## config.mk

```make
export PLATFORM = sky130hd
export DESIGN_NAME = step_ena_scheduler
export DESIGN_NICKNAME = d
export VERILOG_FILES = /design/src/rtl/step_ena_scheduler.sv
export SDC_FILE = /design/constraint.sdc
export NUM_CORES = 1
export LEC_CHECK = 0
export BUFFER_PORTS_ARGS = -buffer_cell sky130_fd_sc_hd__buf_2
export CORE_MARGIN = 2
export CORE_UTILIZATION = 60
export CTS_BUF_LIST = sky130_fd_sc_hd__clkbuf_8
export CTS_CLUSTER_DIAMETER = 40
export DETAILED_ROUTE_END_ITERATION = 16
export PLACE_DENSITY = 0.8
export SYNTH_ARGS = -nofsm -noshare
export SYNTH_HDL_FRONTEND = slang
export SYNTH_SLANG_ARGS = --single-unit
```

## constraint.sdc

```tcl
create_clock -name clk -period 5.1 [get_ports clk]
set_input_delay 1.53 -clock clk [delete_from_list [all_inputs] [get_ports clk]]
set_output_delay 1.53 -clock clk [all_outputs]
set_load 0.03 [all_outputs]
```

## src/rtl/step_ena_scheduler.sv

```systemverilog
// Per-time-step sequencer: periodic step tick, then in-order enable windows
// to NUM_STAGES solver stages, each waiting on its done, with error flags.
//
// state  | meaning
// S_IDLE | no step in progress, waiting for step_tick
// S_ENA  | stage_ena[r_k] high, window counter running
// S_WAIT | window closed, waiting for stage r_k done or TIMEOUT
module step_ena_scheduler #(
  parameter int NUM_STAGES = 4,
  parameter int LEN_W      = 8,
  parameter int CNT_W      = 16,
  parameter int TIMEOUT    = 1000
) (
  input  logic                        clk,
  input  logic                        rst,
  input  logic                        run,
  input  logic [CNT_W-1:0]            period,
  input  logic [NUM_STAGES*LEN_W-1:0] ena_len,
  input  logic [NUM_STAGES-1:0]       stage_done,
  input  logic                        err_clr,
  output logic                        step_tick,
  output logic [NUM_STAGES-1:0]       stage_ena,
  output logic                        busy,
  output logic [15:0]                 step_cnt,
  output logic                        overrun,
  output logic                        timeout_err
);

  localparam int K_W  = (NUM_STAGES > 1) ? $clog2(NUM_STAGES) : 1;
  localparam int TO_W = $clog2(TIMEOUT + 1);
  localparam logic [K_W-1:0] LAST = K_W'(NUM_STAGES - 1);

  typedef enum logic [1:0] {S_IDLE, S_ENA, S_WAIT} state_t;

  state_t                      r_state;
  logic [CNT_W-1:0]            r_pcnt;
  logic [CNT_W-1:0]            r_period_l;
  logic [K_W-1:0]              r_k;
  logic [NUM_STAGES*LEN_W-1:0] r_len_l;
  logic [LEN_W-1:0]            r_ecnt;
  logic [TO_W-1:0]             r_wcnt;
  logic                        r_done_seen;

  logic [CNT_W-1:0] w_period_clamp;
  logic [K_W-1:0]   w_k_nxt;
  logic [LEN_W-1:0] w_len_nxt;
  logic [LEN_W-1:0] w_len0;
  logic             w_done_k;
  logic             w_wait_exit;
  logic             w_to_set;
  logic             w_ovr_set;

  // Window counter load: a zero length still yields a one-cycle window.
  function automatic logic [LEN_W-1:0] win_load(input logic [LEN_W-1:0] len);
    return (len == '0) ? '0 : len - 1'b1;
  endfunction

  always_comb begin
    w_period_clamp = (period < CNT_W'(2)) ? CNT_W'(2) : period;
    w_k_nxt        = (r_k == LAST) ? '0 : r_k + 1'b1;
    w_len_nxt      = r_len_l[int'(w_k_nxt)*LEN_W +: LEN_W];
    w_len0         = ena_len[LEN_W-1:0];
    w_done_k       = r_done_seen | stage_done[r_k];
    w_wait_exit    = (r_state == S_WAIT) && (w_done_k || (r_wcnt == '0));
    w_to_set       = (r_state == S_WAIT) && !w_done_k && (r_wcnt == '0);
    w_ovr_set      = step_tick && busy;
  end

  // Step period counter; the period is latched only when a new step starts.
  always_ff @(posedge clk or posedge rst) begin
    if (rst) begin
      r_pcnt     <= '0;
      r_period_l <= '0;
      step_tick  <= 1'b0;
    end else begin
      step_tick <= 1'b0;
      if (!run) begin
        r_pcnt <= '0;
      end else if (r_pcnt == '0) begin
        step_tick  <= 1'b1;
        r_period_l <= w_period_clamp;
        r_pcnt     <= CNT_W'(1);
      end else if (r_pcnt == r_period_l - CNT_W'(1)) begin
        r_pcnt <= '0;
      end else begin
        r_pcnt <= r_pcnt + CNT_W'(1);
      end
    end
  end

  always_ff @(posedge clk or posedge rst) begin
    if (rst) begin
      r_state     <= S_IDLE;
      r_k         <= '0;
      r_len_l     <= '0;
      r_ecnt      <= '0;
      r_wcnt      <= '0;
      r_done_seen <= 1'b0;
      stage_ena   <= '0;
      busy        <= 1'b0;
      step_cnt    <= '0;
    end else begin
      case (r_state)
        S_IDLE: begin
          if (step_tick) begin
            r_len_l     <= ena_len;
            r_k         <= '0;
            r_ecnt      <= win_load(w_len0);
            r_done_seen <= 1'b0;
            stage_ena   <= NUM_STAGES'(1);
            busy        <= 1'b1;
            r_state     <= S_ENA;
          end
        end
        S_ENA: begin
          // Capture done during the window so a short pulse is never lost.
          if (stage_done[r_k]) r_done_seen <= 1'b1;
          if (r_ecnt == '0) begin
            stage_ena <= '0;
            r_wcnt    <= TO_W'(TIMEOUT - 1);
            r_state   <= S_WAIT;
          end else begin
            r_ecnt <= r_ecnt - 1'b1;
          end
        end
        S_WAIT: begin
          if (w_wait_exit) begin
            r_done_seen <= 1'b0;
            if (r_k == LAST) begin
              busy     <= 1'b0;
              step_cnt <= step_cnt + 16'd1;
              r_state  <= S_IDLE;
            end else begin
              r_k       <= w_k_nxt;
              r_ecnt    <= win_load(w_len_nxt);
              stage_ena <= NUM_STAGES'(1) << w_k_nxt;
              r_state   <= S_ENA;
            end
          end else begin
            r_wcnt <= r_wcnt - 1'b1;
          end
        end
        default: begin
          stage_ena <= '0;
          busy      <= 1'b0;
          r_state   <= S_IDLE;
        end
      endcase
    end
  end

  // Sticky error flags; a set on the same edge as err_clr wins.
  always_ff @(posedge clk or posedge rst) begin
    if (rst) begin
      overrun     <= 1'b0;
      timeout_err <= 1'b0;
    end else begin
      if (w_ovr_set)    overrun <= 1'b1;
      else if (err_clr) overrun <= 1'b0;
      if (w_to_set)     timeout_err <= 1'b1;
      else if (err_clr) timeout_err <= 1'b0;
    end
  end

endmodule

```

==> results.sh, run 1 <==
export IMPL_clk_pin_slew_ns=0.10
export IMPL_drive_above_1_share=0.225
export IMPL_rsz0062_at_grt="no"
export IMPL_grt_pass1_vias=4828
export IMPL_cts_buffers=9
export IMPL_period_share=0.697
export IMPL_clk_latency_ns=0.39
export IMPL_hpwl_um=10400
export IMPL_p_leak_nw=3.08
export IMPL_ctsResizeCount=0
export IMPL_syn_nets=693
export IMPL_grt_start_max_net_pins=57
export IMPL_root_buffer="clkbuf_8"
export IMPL_finClkSkew_ns=0.0112
export IMPL_cp_required_ns=5.40
export IMPL_post_cts_setup_buffers=0
export IMPL_crit_family="multiplexers"
export IMPL_startpoint_type="register"
export IMPL_setup_ws_ns=1.55
export IMPL_outcome="complete, no violations"
export IMPL_postRouteAntennaNets=0
export IMPL_ctsLongestPathBuffers=2
export IMPL_min_from="step_cnt[15]$_DFFE_PP0P_"
export IMPL_synth_edff_count=0
export IMPL_syn_area_mm2=0.00632
export IMPL_std_cell_rows=37
export IMPL_arrival_ns=3.85
export IMPL_antenna_found_initial=0
export IMPL_hold_path_endpoint="step_cnt[15]$_DFFE_PP0P_"
export IMPL_holdCritPathClass="reg -> reg"
export IMPL_relSlewSlack=0.422
export IMPL_coreArea_mm2=0.0103
export IMPL_tightestPinTransition_ns=0.860
export IMPL_synthCells=618
export IMPL_r2r_cells=9
export IMPL_crit_path_end_kind="register"
export IMPL_overflow=0
export IMPL_gp_congestion=0.881
export IMPL_critPathSlowestCell="ha_1"
export IMPL_ys_warn_count=0
export IMPL_path_buf_inv=2
export IMPL_finalSetupTns_ns=0
export IMPL_drt_iter0_markers=271
export IMPL_ys_seq_area_frac=0.440
export IMPL_ir_drop_uv=381
export IMPL_dr_pass1_iters=5
export IMPL_remaining_drc_errors=0
export IMPL_cts_hold_buf=0
export IMPL_ys_seq_elements=111
export IMPL_routedWlPerCell_um=17.0
export IMPL_drv_cap=0
export IMPL_hold_violations=0
export IMPL_htreeDepth=3
export IMPL_final_nets=765
export IMPL_fmax_ghz=0.281
export IMPL_insertedDiodeCount=0
export IMPL_worst_path_max_fanout=24
export IMPL_io_pins=80
export IMPL_rrSetupSlack_ns=1.55
export IMPL_rr_startpoint="r_k[0]$_DFFE_PP0P_"
export IMPL_critPathMaxStageDelay_ns=0.69
export IMPL_power_mw=3.46
export IMPL_grt_pass1_wl_um=23400
export IMPL_synthArstFlopShare=1.00
export IMPL_grt_total_usage=0.259
export IMPL_crit_type="reg -> reg"
export IMPL_slew_violations=0
export IMPL_synth_area_per_cell_um2=10.2
export IMPL_period_minus_slack_ns=3.55
export IMPL_path_cells="buf_4, inv_1, ha_1, mux4_2, or3_1, nor4_1, mux2i_1, a221oi_1, o31ai_1"
export IMPL_ys_flop_type="dfrtp_1"
export IMPL_portBuffers=79
export IMPL_die_h_um=107
export IMPL_die_area_mm2=0.0114
export IMPL_vias=5024
export IMPL_pre_cts_slack_ns=1.44
export IMPL_synth_cell_types=66
export IMPL_tritoncts="done"
export IMPL_cts_sinks=111
export IMPL_setup_viol=0
export IMPL_timing_rr_end="r_ecnt[7]$_DFFE_PP0P_"
export IMPL_die_w_um=107
export IMPL_p_per_area_mw_per_mm2=496
export IMPL_initial_core_util=0.615
export IMPL_viasPerCell=6.06
export IMPL_synthToLayoutAreaGrowth_pct=10.5
export IMPL_holdPathStages=1
export IMPL_drt_wl_total_um=14100
-- synth_stat cells (3+ instances only) --
| cell | number | area [um^2] |
|---|---|---|
| a211oi_1 | 4 | 30.0 |
| a21oi_1 | 15 | 75.1 |
| a221oi_1 | 3 | 26.3 |
| a31oi_1 | 5 | 31.3 |
| and2_1 | 3 | 18.8 |
| and3_1 | 9 | 56.3 |
| and4_1 | 4 | 35.0 |
| clkbuf_1 | 16 | 60.1 |
| dfrtp_1 | 111 | 2780 |
| ha_1 | 19 | 238 |
| inv_1 | 29 | 109 |
| mux2_2 | 45 | 507 |
| mux2i_1 | 5 | 50.1 |
| mux4_2 | 6 | 135 |
| nand2_1 | 58 | 218 |
| nand2b_1 | 4 | 25.0 |
| nand3_1 | 15 | 75.1 |
| nand4_1 | 12 | 75.1 |
| nor2_1 | 32 | 120 |
| nor2b_1 | 3 | 18.8 |
| nor3_1 | 35 | 175 |
| nor3b_1 | 3 | 22.5 |
| nor4_1 | 18 | 113 |
| nor4b_1 | 8 | 70.1 |
| o211ai_1 | 3 | 22.5 |
| o21ai_0 | 21 | 105 |
| o22ai_1 | 7 | 43.8 |
| o31ai_1 | 3 | 22.5 |
| o32ai_1 | 3 | 26.3 |
| or3_1 | 5 | 31.3 |
| or4_1 | 4 | 30.0 |
| xnor2_1 | 33 | 289 |
| xor2_1 | 34 | 298 |
-- layout by cell type, fill, tap and decap left out, drive strengths merged, types with 19 or more instances in the layout --
cell type / count
xor2: 34
nor4: 19
nor2: 32
xnor2: 33
inv: 31
buf: 84
o21ai: 22
mux2: 45
ha: 19
nand2: 58
nor3: 35
dfrtp: 111
-- flip-flops by register name, summed over array words and instances, names as in the netlist --
register     count
r_state          2
r_k              2
stage_ena        4
r_done_seen      1
timeout_err      1
r_len_l         32
r_wcnt          10
overrun          1
r_period_l      16
r_pcnt          16
step_tick        1
step_cnt        16
r_ecnt           8
busy             1
-- through the flow --
step	hold WS, ns	std cells	area [um^2]	utilization
2_1_floorplan	0.445	618	6320	-
3_3_place_gp	0.460	815	6810	0.663
3_5_place_dp	0.461	815	6810	0.663
4_1_cts	0.478	829	6980	0.679
5_1_grt	0.490	829	6980	0.679
6_report	0.476	829	6980	0.679
-- power by group --
group          internal (mW)  switching, mW
Combinational          0.694          0.859
Clock                  0.195          0.288
Sequential              1.15          0.271
Total                   2.04           1.42
-- worst max path at each step --
stage	from	slack, ns	end	depth (start not counted)
2_1_floorplan	rst	0.64	busy$_DFFE_PP0P_	1
3_3_place_gp	stage_done[3]	1.55	r_wcnt[7]$_DFFE_PP0P_	7
3_5_place_dp	stage_done[3]	1.44	r_wcnt[6]$_DFFE_PP0P_	7
4_1_cts	r_k[0]$_DFFE_PP0P_	1.57	r_ecnt[7]$_DFFE_PP0P_	9
5_1_grt	r_k[0]$_DFFE_PP0P_	1.37	r_ecnt[7]$_DFFE_PP0P_	9
6_report	r_k[0]$_DFFE_PP0P_	1.55	r_ecnt[7]$_DFFE_PP0P_	9
-- final cells by class --
class	count	area, um^2
Multi-Input combinational cell	455	3320
Fill cell	847	3300
Sequential cell	111	2780
Timing Repair Buffer	84	433
Tap cell	136	170
Clock buffer	11	151
Inverter	29	111
Clock inverter	3	12.5
-- per-layer routing --
layer  track usage  share of wire  wire (um)  up-vias
met1         0.346           0.45       6380     2471
li1              -              -          -     2399
met4        0.0816          0.016        223        0
met3        0.0578          0.045        634       22
met2         0.423           0.49       6850      132
met5             0              0          0        -
-- cell families after synthesis --
group / Yosys count / synth area share
buf+inv: 52 / 0.0343
xor+xnor: 67 / 0.0929
simple gates: 221 / 0.185
mux: 56 / 0.110
flops: 111 / 0.440
fa+ha+maj: 19 / 0.0376
compound gates: 92 / 0.101
No activity file was read; power rests on OpenSTA's default activity.
==> run 2, diff against run 1 <==
clock period = 3.75 ns   (was 5.1 ns; I/O delays follow)
==> run 2 against run 1 <==
  * Non-clock buffer count up 1
  * First-iteration DRC count increased by 24%
  * Clock skew shrank 0.0021 ns
  * Count of clock-buffer cells in the layout shrank 2
  * Worst hold slack improved by 0.00060 ns
  * Setup slack got worse by 1.2 ns
  * Global-route usage grew 0.90 points
  * Combinational power rose by 38%
  * Register-to-register slack worse by 1.2 ns
  * Die area stayed put
==> results.sh, run 2 (synthesis gave the netlist of run 1 again) <==
export IMPL_outcome="complete, no violations"
export IMPL_startpoint_type="register"
export IMPL_finalSetupTns_ns=0
export IMPL_vias=5022
export IMPL_post_cts_setup_buffers=0
export IMPL_portBuffers=79
export IMPL_grt_pass1_vias=5019
export IMPL_cts_hold_buf=0
export IMPL_initial_core_util=0.615
export IMPL_overflow=0
export IMPL_cp_required_ns=3.99
export IMPL_viasPerCell=6.04
export IMPL_die_w_um=107
export IMPL_grt_total_usage=0.268
export IMPL_finClkSkew_ns=0.00911
export IMPL_path_buf_inv=1
export IMPL_num_fill_cells=794
export IMPL_drive_above_1_share=0.230
export IMPL_drt_iter0_markers=337
export IMPL_htreeDepth=3
export IMPL_relSlewSlack=0.343
export IMPL_synthToLayoutAreaGrowth_pct=10.9
export IMPL_worst_path_max_fanout=13
export IMPL_crit_type="reg -> reg"
export IMPL_hold_violations=0
export IMPL_routedWlPerCell_um=17.3
export IMPL_critPathMaxStageDelay_ns=0.65
export IMPL_clk_latency_ns=0.38
export IMPL_gp_congestion=0.899
export IMPL_ir_drop_uv=364
export IMPL_cts_sinks=111
export IMPL_p_per_area_mw_per_mm2=680
export IMPL_arrival_ns=3.62
export IMPL_register_area_mm2=0.00278
export IMPL_setup_viol=0
export IMPL_period_minus_slack_ns=3.38
export IMPL_ctsResizeCount=0
export IMPL_final_cell_mix="111 x dfrtp_1, 79 x buf_2, 58 x nand2_1, 45 x mux2_2, 35 x nor3_1"
export IMPL_period_share=0.901
export IMPL_largest_register_ffs=32
export IMPL_tritoncts="done"
export IMPL_fin_area_mm2=0.00701
export IMPL_p_leak_nw=3.09
export IMPL_crit_family="multiplexers"
export IMPL_path_cells="inv_1, ha_1, mux4_2, or3_1, nor4_1, mux2i_1, a221oi_1, o31ai_1"
export IMPL_holdCritPathClass="reg -> reg"
export IMPL_critPathSlowestCell="ha_1"
export IMPL_io_pins=80
export IMPL_coreArea_mm2=0.0103
export IMPL_final_common_cell="dfrtp_1"
export IMPL_drv_cap=0
export IMPL_remaining_drc_errors=0
export IMPL_top_register="r_len_l"
export IMPL_dr_pass1_iters=8
export IMPL_fmax_ghz=0.296
export IMPL_die_area_mm2=0.0114
export IMPL_clk_pin_slew_ns=0.11
export IMPL_hpwl_um=10700
export IMPL_ctsLongestPathBuffers=2
export IMPL_fin_util=0.682
export IMPL_die_h_um=107
export IMPL_insertedDiodeCount=0
export IMPL_grt_start_max_net_pins=50
export IMPL_rsz0062_at_grt="no"
export IMPL_root_buffer="clkbuf_8"
export IMPL_drt_wl_total_um=14400
export IMPL_std_cell_rows=37
export IMPL_postRouteAntennaNets=0
export IMPL_multi_input_area_mm2=0.00332
export IMPL_slew_violations=0
export IMPL_crit_path_end_kind="register"
export IMPL_final_nets=766
export IMPL_post_dp_cell_area_mm2=0.00684
export IMPL_grt_pass1_wl_um=24300
export IMPL_cts_buffers=9
export IMPL_tightestPinTransition_ns=0.984
export IMPL_antenna_found_initial=0
run 2: power by group:
group          switching (mW)  total [mW]  internal [mW]
Clock                   0.427       0.672          0.245
Combinational            1.19        2.14          0.950
Sequential              0.382        1.95           1.57
run 2: worst paths after layout:
| check | slack, ns | from | depth (start not counted) | endpoint |
|---|---|---|---|---|
| max | 0.37 | r_k[1]$_DFFE_PP0P_ | 8 | r_ecnt[7]$_DFFE_PP0P_ |
| min | 0.48 | step_cnt[15]$_DFFE_PP0P_ | 1 | step_cnt[15]$_DFFE_PP0P_ |
| max reg2reg | 0.37 | r_k[1]$_DFFE_PP0P_ | 8 | r_ecnt[7]$_DFFE_PP0P_ |
| min reg2reg | 0.48 | step_cnt[15]$_DFFE_PP0P_ | 1 | step_cnt[15]$_DFFE_PP0P_ |
| max in group asynchronous | 2.04 | rst | 3 | r_pcnt[2]$_DFF_PP0_ |
| min in group asynchronous | 0.94 | rst | 2 | r_period_l[14]$_DFFE_PP0P_ |
run 2: metrics by stage:
stage / cells / worst slack (ns) / total power [mW] / hold WS (ns)
2_1_floorplan: 618 / 0.250 / 3.53 / 0.445
3_3_place_gp: 816 / 0.595 / 3.95 / 0.457
3_5_place_dp: 816 / 0.484 / 4.08 / 0.462
4_1_cts: 832 / 0.384 / 4.75 / 0.476
5_1_grt: 832 / 0.226 / 5.09 / 0.492
6_report: 832 / 0.370 / 4.76 / 0.477
run 2: cell type report:
type                            count  share of cell area
Clock buffer                        9              0.0177
Clock inverter                      7             0.00679
Inverter                           29              0.0161
Multi-Input combinational cell    455               0.474
Sequential cell                   111               0.396
Tap cell                          136              0.0243
Timing Repair Buffer               85              0.0646
run 2: layer usage:
layer	global-route usage	vias up	wire, um
li1	-	2388	-
met1	0.380	2449	6560
met3	0.0377	30	608
met4	0.118	0	410
met5	0	-	0
met2	0.414	155	6790
==> run 3, diff against run 2 <==
CELL_PAD_IN_SITES_DETAIL_PLACEMENT = 1   (was default)
CELL_PAD_IN_SITES_GLOBAL_PLACEMENT = 2   (was default)
CORE_ASPECT_RATIO = 0.5   (was default)
CORE_UTILIZATION = 39   (was 60)
PLACE_DENSITY = 0.81   (was 0.8)
==> run 3 against run 2 <==
  * Power is 3.4% higher
  * Clock skew is 0.012 ns higher
  * Count of clock-buffer cells in the layout stayed put
  * Worst hold slack better by 0.011 ns
  * Combinational power hardly changed
  * Via count is 2.3% lower
  * Setup slack better by 0.24 ns
==> results.sh, run 3 (synthesis gave the netlist of run 1 again) <==
export IMPL_outcome="complete, no violations"
export IMPL_p_per_area_mw_per_mm2=687
export IMPL_remaining_drc_errors=0
export IMPL_setup_viol=0
export IMPL_die_h_um=94.0
export IMPL_grt_util_met2=0.320
export IMPL_multi_input_area_mm2=0.00332
export IMPL_final_common_cell="dfrtp_1"
export IMPL_routedWlPerCell_um=17.3
export IMPL_power_mw=4.92
export IMPL_finalSetupTns_ns=0
export IMPL_grt_total_usage=0.194
export IMPL_synthToLayoutAreaGrowth_pct=13.5
export IMPL_final_cell_mix="111 x dfrtp_1, 79 x buf_2, 58 x nand2_1, 45 x mux2_2, 35 x nor3_1"
export IMPL_coreArea_mm2=0.0156
export IMPL_rsz0062_at_grt="no"
export IMPL_worst_path_max_fanout=10
export IMPL_vias=4905
export IMPL_num_fill_cells=1798
export IMPL_overflow=0
export IMPL_drive_above_1_share=0.234
export IMPL_std_cell_rows=32
export IMPL_tightestPinTransition_ns=0.911
export IMPL_die_w_um=184
export IMPL_grt_pass1_wl_um=26100
export IMPL_largest_register_ffs=32
export IMPL_ir_drop_uv=280
export IMPL_fmax_ghz=0.319
export IMPL_grt_pass1_vias=5072
export IMPL_period_share=0.837
export IMPL_antenna_found_initial=0
export IMPL_rrSetupSlack_ns=0.61
export IMPL_grt_busiest_layer="met2"
export IMPL_slew_violations=0
export IMPL_r2r_cells=8
export IMPL_clk_latency_ns=0.40
export IMPL_gp_congestion=0.777
export IMPL_viasPerCell=5.44
export IMPL_crit_type="reg -> reg"
export IMPL_drt_wl_total_um=15600
export IMPL_insertedDiodeCount=0
export IMPL_cp_required_ns=4.07
export IMPL_holdCritPathClass="reg -> reg"
export IMPL_final_nets=768
export IMPL_dr_pass1_iters=4
export IMPL_use_met1=0.265
export IMPL_postRouteAntennaNets=0
export IMPL_cts_sinks=111
export IMPL_hold_violations=0
export IMPL_crit_path_end_kind="register"
export IMPL_rr_startpoint="r_wcnt[0]$_DFFE_PP0P_"
export IMPL_initial_core_util=0.404
export IMPL_root_buffer="clkbuf_8"
export IMPL_startpoint_type="register"
export IMPL_critPathSlowestCell="nor2_1"
export IMPL_crit_top_cell="nor2_1"
export IMPL_p_leak_nw=3.12
export IMPL_fin_cells=902
export IMPL_grt_use_met3=0.0391
export IMPL_cts_buffers=9
export IMPL_finClkSkew_ns=0.0206
export IMPL_arrival_ns=3.46
export IMPL_critPathMaxStageDelay_ns=0.76
export IMPL_path_cells="inv_1, ha_1, nor4b_1, a311oi_2, nor2_1, nand3_1, nor2_1, xor2_1"
export IMPL_die_area_mm2=0.0173
export IMPL_relSlewSlack=0.390
export IMPL_post_cts_setup_buffers=0
export IMPL_drt_iter0_markers=203
export IMPL_grt_start_max_net_pins=88
export IMPL_period_minus_slack_ns=3.14
export IMPL_ctsLongestPathBuffers=2
export IMPL_holdPathStages=1
export IMPL_hpwl_um=11700
export IMPL_cts_hold_buf=0
export IMPL_hold_path_endpoint="step_cnt[10]$_DFFE_PP0P_"
export IMPL_top_register="r_len_l"
export IMPL_timing_rr_end="step_cnt[14]$_DFFE_PP0P_"
export IMPL_drv_cap=0
export IMPL_min_from="step_cnt[10]$_DFFE_PP0P_"
export IMPL_io_pins=80
export IMPL_dp_cells=886
export IMPL_portBuffers=79
export IMPL_clk_pin_slew_ns=0.12
export IMPL_ctsResizeCount=0
export IMPL_htreeDepth=3
export IMPL_register_area_mm2=0.00278
export IMPL_tritoncts="done"
[run 3: cell types whose count changed in the layout (fill, tap and decap cells not counted)]
cell / previous run / this run
inv_1: 29 / 28
inv_6: 3 / 2
clkinv_8: 0 / 1
bufinv_16: 0 / 2
clkinv_2: 2 / 0
buf_4: 5 / 7
inv_8: 0 / 1
[run 3: worst max-delay path: cells and delay by family (launching register included)]
| family | cells | cell delay, ns |
|---|---|---|
| AND/OR/NAND/NOR | 4 | 1.91 |
| XOR/XNOR | 1 | 0.17 |
| buffers and inverters | 1 | 0.10 |
| flip-flops | 1 | 0.41 |
| adder cells (fa/ha/maj) | 1 | 0.24 |
| AO/OA/AOI/OAI | 1 | 0.22 |
[run 3: area by class of cell]
type,count,share of cell area
multi-input combinational,455,0.463
sequential,111,0.387
timing repair buffer,87,0.0652
tap,204,0.0356
clock buffer,9,0.0173
clock inverter,7,0.0157
inverter,29,0.0157
[run 3: power breakdown]
| part | internal [mW] | switching (mW) |
|---|---|---|
| Combinational | 0.950 | 1.20 |
| Clock | 0.392 | 0.468 |
| Sequential | 1.57 | 0.352 |
[run 3: how the worst max path moves through the flow]
stage / cells past startpoint / to / from / slack [ns]
after floorplan: 11 / r_ecnt[7]$_DFFE_PP0P_ / r_k[0]$_DFFE_PP0P_ / 0.25
after global placement: 7 / r_wcnt[6]$_DFFE_PP0P_ / stage_done[3] / 0.54
after detailed placement: 7 / r_wcnt[7]$_DFFE_PP0P_ / stage_done[3] / 0.46
after CTS: 8 / step_cnt[14]$_DFFE_PP0P_ / r_wcnt[0]$_DFFE_PP0P_ / 0.54
after global routing: 8 / step_cnt[14]$_DFFE_PP0P_ / r_wcnt[0]$_DFFE_PP0P_ / 0.22
final: 8 / step_cnt[14]$_DFFE_PP0P_ / r_wcnt[0]$_DFFE_PP0P_ / 0.61
[run 3: routing by layer]
metal  up-vias  wire length (um)  share of wire
met5         -                 0              0
met4         0               134         0.0086
met3        13               427          0.027
met2        43              7370           0.47
met1      2460              7700           0.49
li1       2389                 -              -
[run 3: stage by stage]
stage	utilization	cell area [um^2]	setup slack, ns	hold WS, ns
after floorplan	-	6320	0.250	0.445
after global placement	0.444	6940	0.543	0.456
after detailed placement	0.444	6940	0.461	0.471
after CTS	0.459	7170	0.543	0.489
after global routing	0.459	7170	0.220	0.525
final	0.459	7170	0.612	0.488
